`config.mk`:
```
export PLATFORM = sky130hd
export DESIGN_NAME = jtag_tap_responder
export DESIGN_NICKNAME = d
export VERILOG_FILES = /design/src/rtl/jtag_tap_responder.sv
export SDC_FILE = /design/constraint.sdc
export NUM_CORES = 1
export LEC_CHECK = 0
export BUFFER_PORTS_ARGS = -buffer_cell sky130_fd_sc_hd__buf_2
export CORE_ASPECT_RATIO = 1.4
export CORE_MARGIN = 4
export CORE_UTILIZATION = 27
export CTS_CLUSTER_DIAMETER = 120
export CTS_CLUSTER_SIZE = 30
export DETAILED_ROUTE_END_ITERATION = 7
export MAX_ROUTING_LAYER = met4
export PLACE_DENSITY_LB_ADDON = 0.08
export REMOVE_ABC_BUFFERS = 1
export SYNTH_ARGS = -nofsm -noshare
export SYNTH_HDL_FRONTEND = slang
export SYNTH_SLANG_ARGS = --single-unit
```
`constraint.sdc`:
```
create_clock -name clk_i -period 3.5 [get_ports clk_i]
set_input_delay 0.35 -clock clk_i [delete_from_list [all_inputs] [get_ports clk_i]]
set_output_delay 0.35 -clock clk_i [all_outputs]
set_load 0.05 [all_outputs]
```
`src/rtl/jtag_tap_responder.sv`:
```
// Target-side JTAG TAP (BYPASS, IDCODE, one USER DR) with TCK/TMS/TDI/TRST_N oversampled on clk_i.
// TDO follows a TCK pin fall by 3-4 clk_i; TCK high and low phases must each last at least 3 clk_i.
module jtag_tap_responder #(
    parameter int              IR_W     = 4,
    parameter logic [31:0]     IDCODE   = 32'h3F0F0F0F,
    parameter int              USER_W   = 32,
    parameter logic [IR_W-1:0] I_IDCODE = 4'b1110,
    parameter logic [IR_W-1:0] I_USER   = 4'b1000
) (
    input  logic              clk_i,
    input  logic              rst_i,
    input  logic              tck_i,
    input  logic              tms_i,
    input  logic              tdi_i,
    input  logic              trst_n_i,
    output logic              tdo_o,
    output logic              tdo_oe_o,
    output logic [3:0]        tap_state_o,
    output logic [IR_W-1:0]   ir_out_o,
    output logic [USER_W-1:0] user_data_o,
    output logic              user_update_o
);

    typedef enum logic [3:0] {
        TLR    = 4'hF, RTI    = 4'hC,
        SEL_DR = 4'h7, CAP_DR = 4'h6, SH_DR = 4'h2, EX1_DR = 4'h1,
        PAU_DR = 4'h3, EX2_DR = 4'h0, UPD_DR = 4'h5,
        SEL_IR = 4'h4, CAP_IR = 4'hE, SH_IR = 4'hA, EX1_IR = 4'h9,
        PAU_IR = 4'hB, EX2_IR = 4'h8, UPD_IR = 4'hD
    } tap_state_e;

    logic [1:0] tck_sync_q, tms_sync_q, tdi_sync_q, trst_sync_q;
    logic       tck_prev_q;

    always_ff @(posedge clk_i or posedge rst_i) begin
        if (rst_i) begin
            tck_sync_q  <= 2'b00;
            tms_sync_q  <= 2'b11;
            tdi_sync_q  <= 2'b00;
            trst_sync_q <= 2'b00;
            tck_prev_q  <= 1'b0;
        end else begin
            tck_sync_q  <= {tck_sync_q[0], tck_i};
            tms_sync_q  <= {tms_sync_q[0], tms_i};
            tdi_sync_q  <= {tdi_sync_q[0], tdi_i};
            trst_sync_q <= {trst_sync_q[0], trst_n_i};
            tck_prev_q  <= tck_sync_q[1];
        end
    end

    logic tck_rise, tck_fall, tms_s, tdi_s, tap_rst;
    assign tck_rise = tck_sync_q[1] & ~tck_prev_q;
    assign tck_fall = ~tck_sync_q[1] & tck_prev_q;
    assign tms_s    = tms_sync_q[1];
    assign tdi_s    = tdi_sync_q[1];
    assign tap_rst  = ~trst_sync_q[1];

    tap_state_e        state_q, state_d, state_nxt;
    logic [IR_W-1:0]   ir_sr_q, ir_sr_d, ir_q, ir_d;
    logic [31:0]       idcode_sr_q, idcode_sr_d;
    logic [USER_W-1:0] user_sr_q, user_sr_d, user_data_q, user_data_d;
    logic              byp_q, byp_d;
    logic              tdo_q, tdo_d, tdo_oe_q, tdo_oe_d, user_update_q, user_update_d;

    always_ff @(posedge clk_i or posedge rst_i) begin
        if (rst_i) begin
            state_q       <= TLR;
            ir_sr_q       <= '0;
            ir_q          <= I_IDCODE;
            idcode_sr_q   <= '0;
            user_sr_q     <= '0;
            user_data_q   <= '0;
            byp_q         <= 1'b0;
            tdo_q         <= 1'b0;
            tdo_oe_q      <= 1'b0;
            user_update_q <= 1'b0;
        end else begin
            state_q       <= state_d;
            ir_sr_q       <= ir_sr_d;
            ir_q          <= ir_d;
            idcode_sr_q   <= idcode_sr_d;
            user_sr_q     <= user_sr_d;
            user_data_q   <= user_data_d;
            byp_q         <= byp_d;
            tdo_q         <= tdo_d;
            tdo_oe_q      <= tdo_oe_d;
            user_update_q <= user_update_d;
        end
    end

    always_comb begin
        state_nxt = TLR;
        case (state_q)
            TLR:     state_nxt = tms_s ? TLR    : RTI;
            RTI:     state_nxt = tms_s ? SEL_DR : RTI;
            SEL_DR:  state_nxt = tms_s ? SEL_IR : CAP_DR;
            CAP_DR:  state_nxt = tms_s ? EX1_DR : SH_DR;
            SH_DR:   state_nxt = tms_s ? EX1_DR : SH_DR;
            EX1_DR:  state_nxt = tms_s ? UPD_DR : PAU_DR;
            PAU_DR:  state_nxt = tms_s ? EX2_DR : PAU_DR;
            EX2_DR:  state_nxt = tms_s ? UPD_DR : SH_DR;
            UPD_DR:  state_nxt = tms_s ? SEL_DR : RTI;
            SEL_IR:  state_nxt = tms_s ? TLR    : CAP_IR;
            CAP_IR:  state_nxt = tms_s ? EX1_IR : SH_IR;
            SH_IR:   state_nxt = tms_s ? EX1_IR : SH_IR;
            EX1_IR:  state_nxt = tms_s ? UPD_IR : PAU_IR;
            PAU_IR:  state_nxt = tms_s ? EX2_IR : PAU_IR;
            EX2_IR:  state_nxt = tms_s ? UPD_IR : SH_IR;
            UPD_IR:  state_nxt = tms_s ? SEL_DR : RTI;
            default: state_nxt = TLR;
        endcase
    end

    // Opcodes other than IDCODE and USER (including all-ones) land on BYPASS.
    logic sel_idcode, sel_user, dr_lsb;
    assign sel_idcode = (ir_q == I_IDCODE);
    assign sel_user   = (ir_q == I_USER);
    assign dr_lsb     = sel_idcode ? idcode_sr_q[0] : (sel_user ? user_sr_q[0] : byp_q);

    always_comb begin
        state_d       = state_q;
        ir_sr_d       = ir_sr_q;
        ir_d          = ir_q;
        idcode_sr_d   = idcode_sr_q;
        user_sr_d     = user_sr_q;
        user_data_d   = user_data_q;
        byp_d         = byp_q;
        tdo_d         = tdo_q;
        tdo_oe_d      = tdo_oe_q;
        user_update_d = 1'b0;

        if (tap_rst) begin
            state_d     = TLR;
            ir_sr_d     = '0;
            idcode_sr_d = '0;
            user_sr_d   = '0;
            byp_d       = 1'b0;
            tdo_d       = 1'b0;
            tdo_oe_d    = 1'b0;
        end else if (tck_rise) begin
            case (state_q)
                CAP_IR: ir_sr_d = IR_W'(2'b01);
                SH_IR:  ir_sr_d = {tdi_s, ir_sr_q[IR_W-1:1]};
                CAP_DR: begin
                    byp_d       = 1'b0;
                    idcode_sr_d = IDCODE;
                    user_sr_d   = user_data_q;
                end
                SH_DR: begin
                    if (sel_idcode)    idcode_sr_d = {tdi_s, idcode_sr_q[31:1]};
                    else if (sel_user) user_sr_d = (user_sr_q >> 1) | (USER_W'(tdi_s) << (USER_W - 1));
                    else               byp_d = tdi_s;
                end
                default: ;
            endcase
            state_d = state_nxt;
        end else if (tck_fall) begin
            tdo_oe_d = (state_q == SH_IR) || (state_q == SH_DR);
            tdo_d    = (state_q == SH_IR) ? ir_sr_q[0] : ((state_q == SH_DR) ? dr_lsb : 1'b0);
            if (state_q == UPD_IR) ir_d = ir_sr_q;
            if (state_q == UPD_DR && sel_user) begin
                user_data_d   = user_sr_q;
                user_update_d = 1'b1;
            end
        end

        if (tap_rst || state_q == TLR) ir_d = I_IDCODE;
    end

    assign tdo_o         = tdo_q;
    assign tdo_oe_o      = tdo_oe_q;
    assign tap_state_o   = state_q;
    assign ir_out_o      = ir_q;
    assign user_data_o   = user_data_q;
    assign user_update_o = user_update_q;

endmodule
```
==> flow_summary.ini <==
[critical_path]
crit_start = tap_state_o[1]
path_cells = nor4b_4, nand2_2, o21ai_1, a22o_1
worstSetupPathType = flip-flop to flip-flop
r2r_cells = 4
path_depth = 4
required_ns = 3.84
crit_fanout = 14
cp_num_buf_inv = 0
rrSetupSlack_ns = 1.04
path_delay_family = compound AO/OA/AOI/OAI gates
r2r-end = idcode_sr_q[23]
rr_startpoint = tap_state_o[1]
cp.arrival_ns = 2.80
worst_path_max_delay_cell = o21ai_1
max_stage_delay_ns = 0.84
start_kind = flip-flop
end_kind = flip-flop
critPathCapture = idcode_sr_q[23]

[yosys]
syn_inst = 385
synth.avg_cell_area_um2 = 13.3
yosysSeqAreaShare = 0.593
ys.flop_type = dfrtp_1
syn-cell-area_um2 = 5120
synth_seq_cells = 121
synth_area_leaders = dfrtp_1 55%, mux2i_1 7.6%, mux2_2 7.0%
async_flop_share = 1.00
synth_common_cells = 112 x dfrtp_1, 39 x mux2i_1, 32 x mux2_2
yosys_warnings = 0
synth_edf_count = 0
ys_types = 45
yosys.area.top_type_share = 0.547
yosysTopAreaCell = dfrtp_1
yosysMostFrequentCell = dfrtp_1

[run_status]
status = finished clean

[sta]
finalMaxSlewViolations = 0
period_minus_slack_ns = 2.46
slew_headroom = 0.315
setup_violations = 0
fin_crit_sh = 0.703
rsz0062_at_grt = no
fmaxAchievable_ghz = 0.407
fin_skew_ns = 0.0103
final-hold-violation-count = 0
worstMarginPinSlew_ns = 1.02
fin_ws_ns = 1.04

[final_layout]
design_area_um2 = 6180
fillers = 1887
final_nets = 438
area_growth_pct = 20.7
drive_above_1_share = 0.317
final_util = 0.332
diodes = 0

[route]
antenna_left = 0
wl_per_cell_um = 16.6
routed_via_density = 4.83
drt-initial-drc-count = 106
drtPass1Iterations = 6
drc_errors = 0
via_count = 3326
wl_um = 11500

[clocking]
hold_buffers = 0
htreeDepth = 4
postCtsSetupBuffers = 0
clkTransAtPathRegs_ns = 0.06
insertion_delay_ns = 0.41
numCtsBuffers = 17
clkSinkCount = 121
cts_tree = built
clockRootBuffer = clkbuf_16
clk_path_buf_depth = 2
ctsResizeCount = 0

[placed_design]
pre_cts_ws_ns = 1.03
gp_congestion = 0.712
placed_area_um2 = 5630
post-dp-hpwl_um = 7020
port_buffers = 48

[die]
core_um2 = 18600
die_w_um = 124
die_h_um = 171
core.rowCount = 59
io_pins = 49
start_util = 0.275
die-area_um2 = 21300

[power]
peakVddDrop_mv = 0.232
p_total_mw = 3.21
powerDensity_nw_per_um2 = 520
power_leakage_nw = 2.82

[global_routing]
grt_pass1_vias = 3569
grt_use_total = 0.118
grt_pass1_wl_um = 19500
antenna_found_initial = 0
grt_start_max_net_pins = 65
grt_overflow = 0

[worst_hold_path]
min_from = tms_i
hold_class = primary input to flip-flop
whs_path_depth = 1

[job]
maxCapViolCount = 0
## final cells by class
class / count / area (um2) / area share
Multi-Input combinational cell: 228 / 1930 / 0.313
Timing Repair Buffer: 58 / 328 / 0.0530
Clock inverter: 11 / 71.3 / 0.0115
Sequential cell: 121 / 3040 / 0.492
Clock buffer: 21 / 480 / 0.0777
Inverter: 6 / 25.0 / 0.00405
Tap cell: 244 / 305 / 0.0494
## worst min-delay path by stage
stage / end
6_report: tms_sync_q[0]
5_1_grt: tms_sync_q[0]
2_1_floorplan: tck_sync_q[1]
3_5_place_dp: trst_sync_q[1]
3_3_place_gp: tck_sync_q[1]
4_1_cts: tms_sync_q[0]
## metal layers
metal  vias up  GRT usage  share of wire  routed length [um]
met5         -          -              0                   0
met4         0     0.0386          0.013                 151
met3        11     0.0365          0.031                 353
met2        50      0.186           0.49                5670
met1      1730      0.145           0.46                5290
li1       1535          -              -                   -
## cell families (layout without fill, tap and decap cells)
logic type             count (synthesis)  after routing  synth area share
flip-flops                           121            121             0.593
AO/OA/AOI/OAI                        109            109             0.169
multiplexers                          71             71             0.147
AND/OR/NAND/NOR                       48             48            0.0591
buffers and inverters                 36             96            0.0320
## cell usage in the layout (no fill, tap or decap), types with 4 or more instances in the layout
| master | synthesis | routed |
|---|---|---|
| a22o_1 | 14 | 14 |
| a2bb2oi_1 | 18 | 18 |
| buf_2 | 11 | 48 |
| buf_4 | 4 | 9 |
| clkbuf_16 | 0 | 17 |
| clkbuf_8 | 0 | 4 |
| clkinv_2 | 0 | 5 |
| clkinvlp_4 | 0 | 5 |
| dfrtp_1 | 112 | 112 |
| dfstp_2 | 9 | 9 |
| inv_1 | 6 | 5 |
| mux2_2 | 32 | 32 |
| mux2i_1 | 39 | 39 |
| nand2_1 | 13 | 13 |
| nand2b_1 | 4 | 4 |
| nor2b_1 | 10 | 10 |
| nor3_1 | 5 | 5 |
| o21ai_0 | 26 | 26 |
| o2bb2ai_1 | 31 | 31 |
## registers in the layout, indices dropped and copies added (netlist names), 2 cells and up
name / flops
tap_state_o: 4
trst_sync_q: 2
tck_sync_q: 2
ir_out_o: 4
tms_sync_q: 2
user_sr_q: 32
tdi_sync_q: 2
user_data_o: 32
ir_sr_q: 4
idcode_sr_q: 32
## report_power, final
group	internal [mW]	total (mW)	switching, mW
sequential	1.43	1.46	0.0315
clock	0.974	1.60	0.628
combinational	0.0501	0.146	0.0960
## metrics by stage
stage / std cells / hold slack (ns) / TNS, ns
final: 689 / 0.0365 / 0
after global routing: 689 / 0.0134 / 0
after CTS: 689 / 0.0138 / 0
after detailed placement: 657 / 0.338 / 0
after global placement: 657 / 0.333 / 0
after floorplan: 355 / 0.331 / -119.67
No activity file was read; power rests on OpenSTA's default activity.
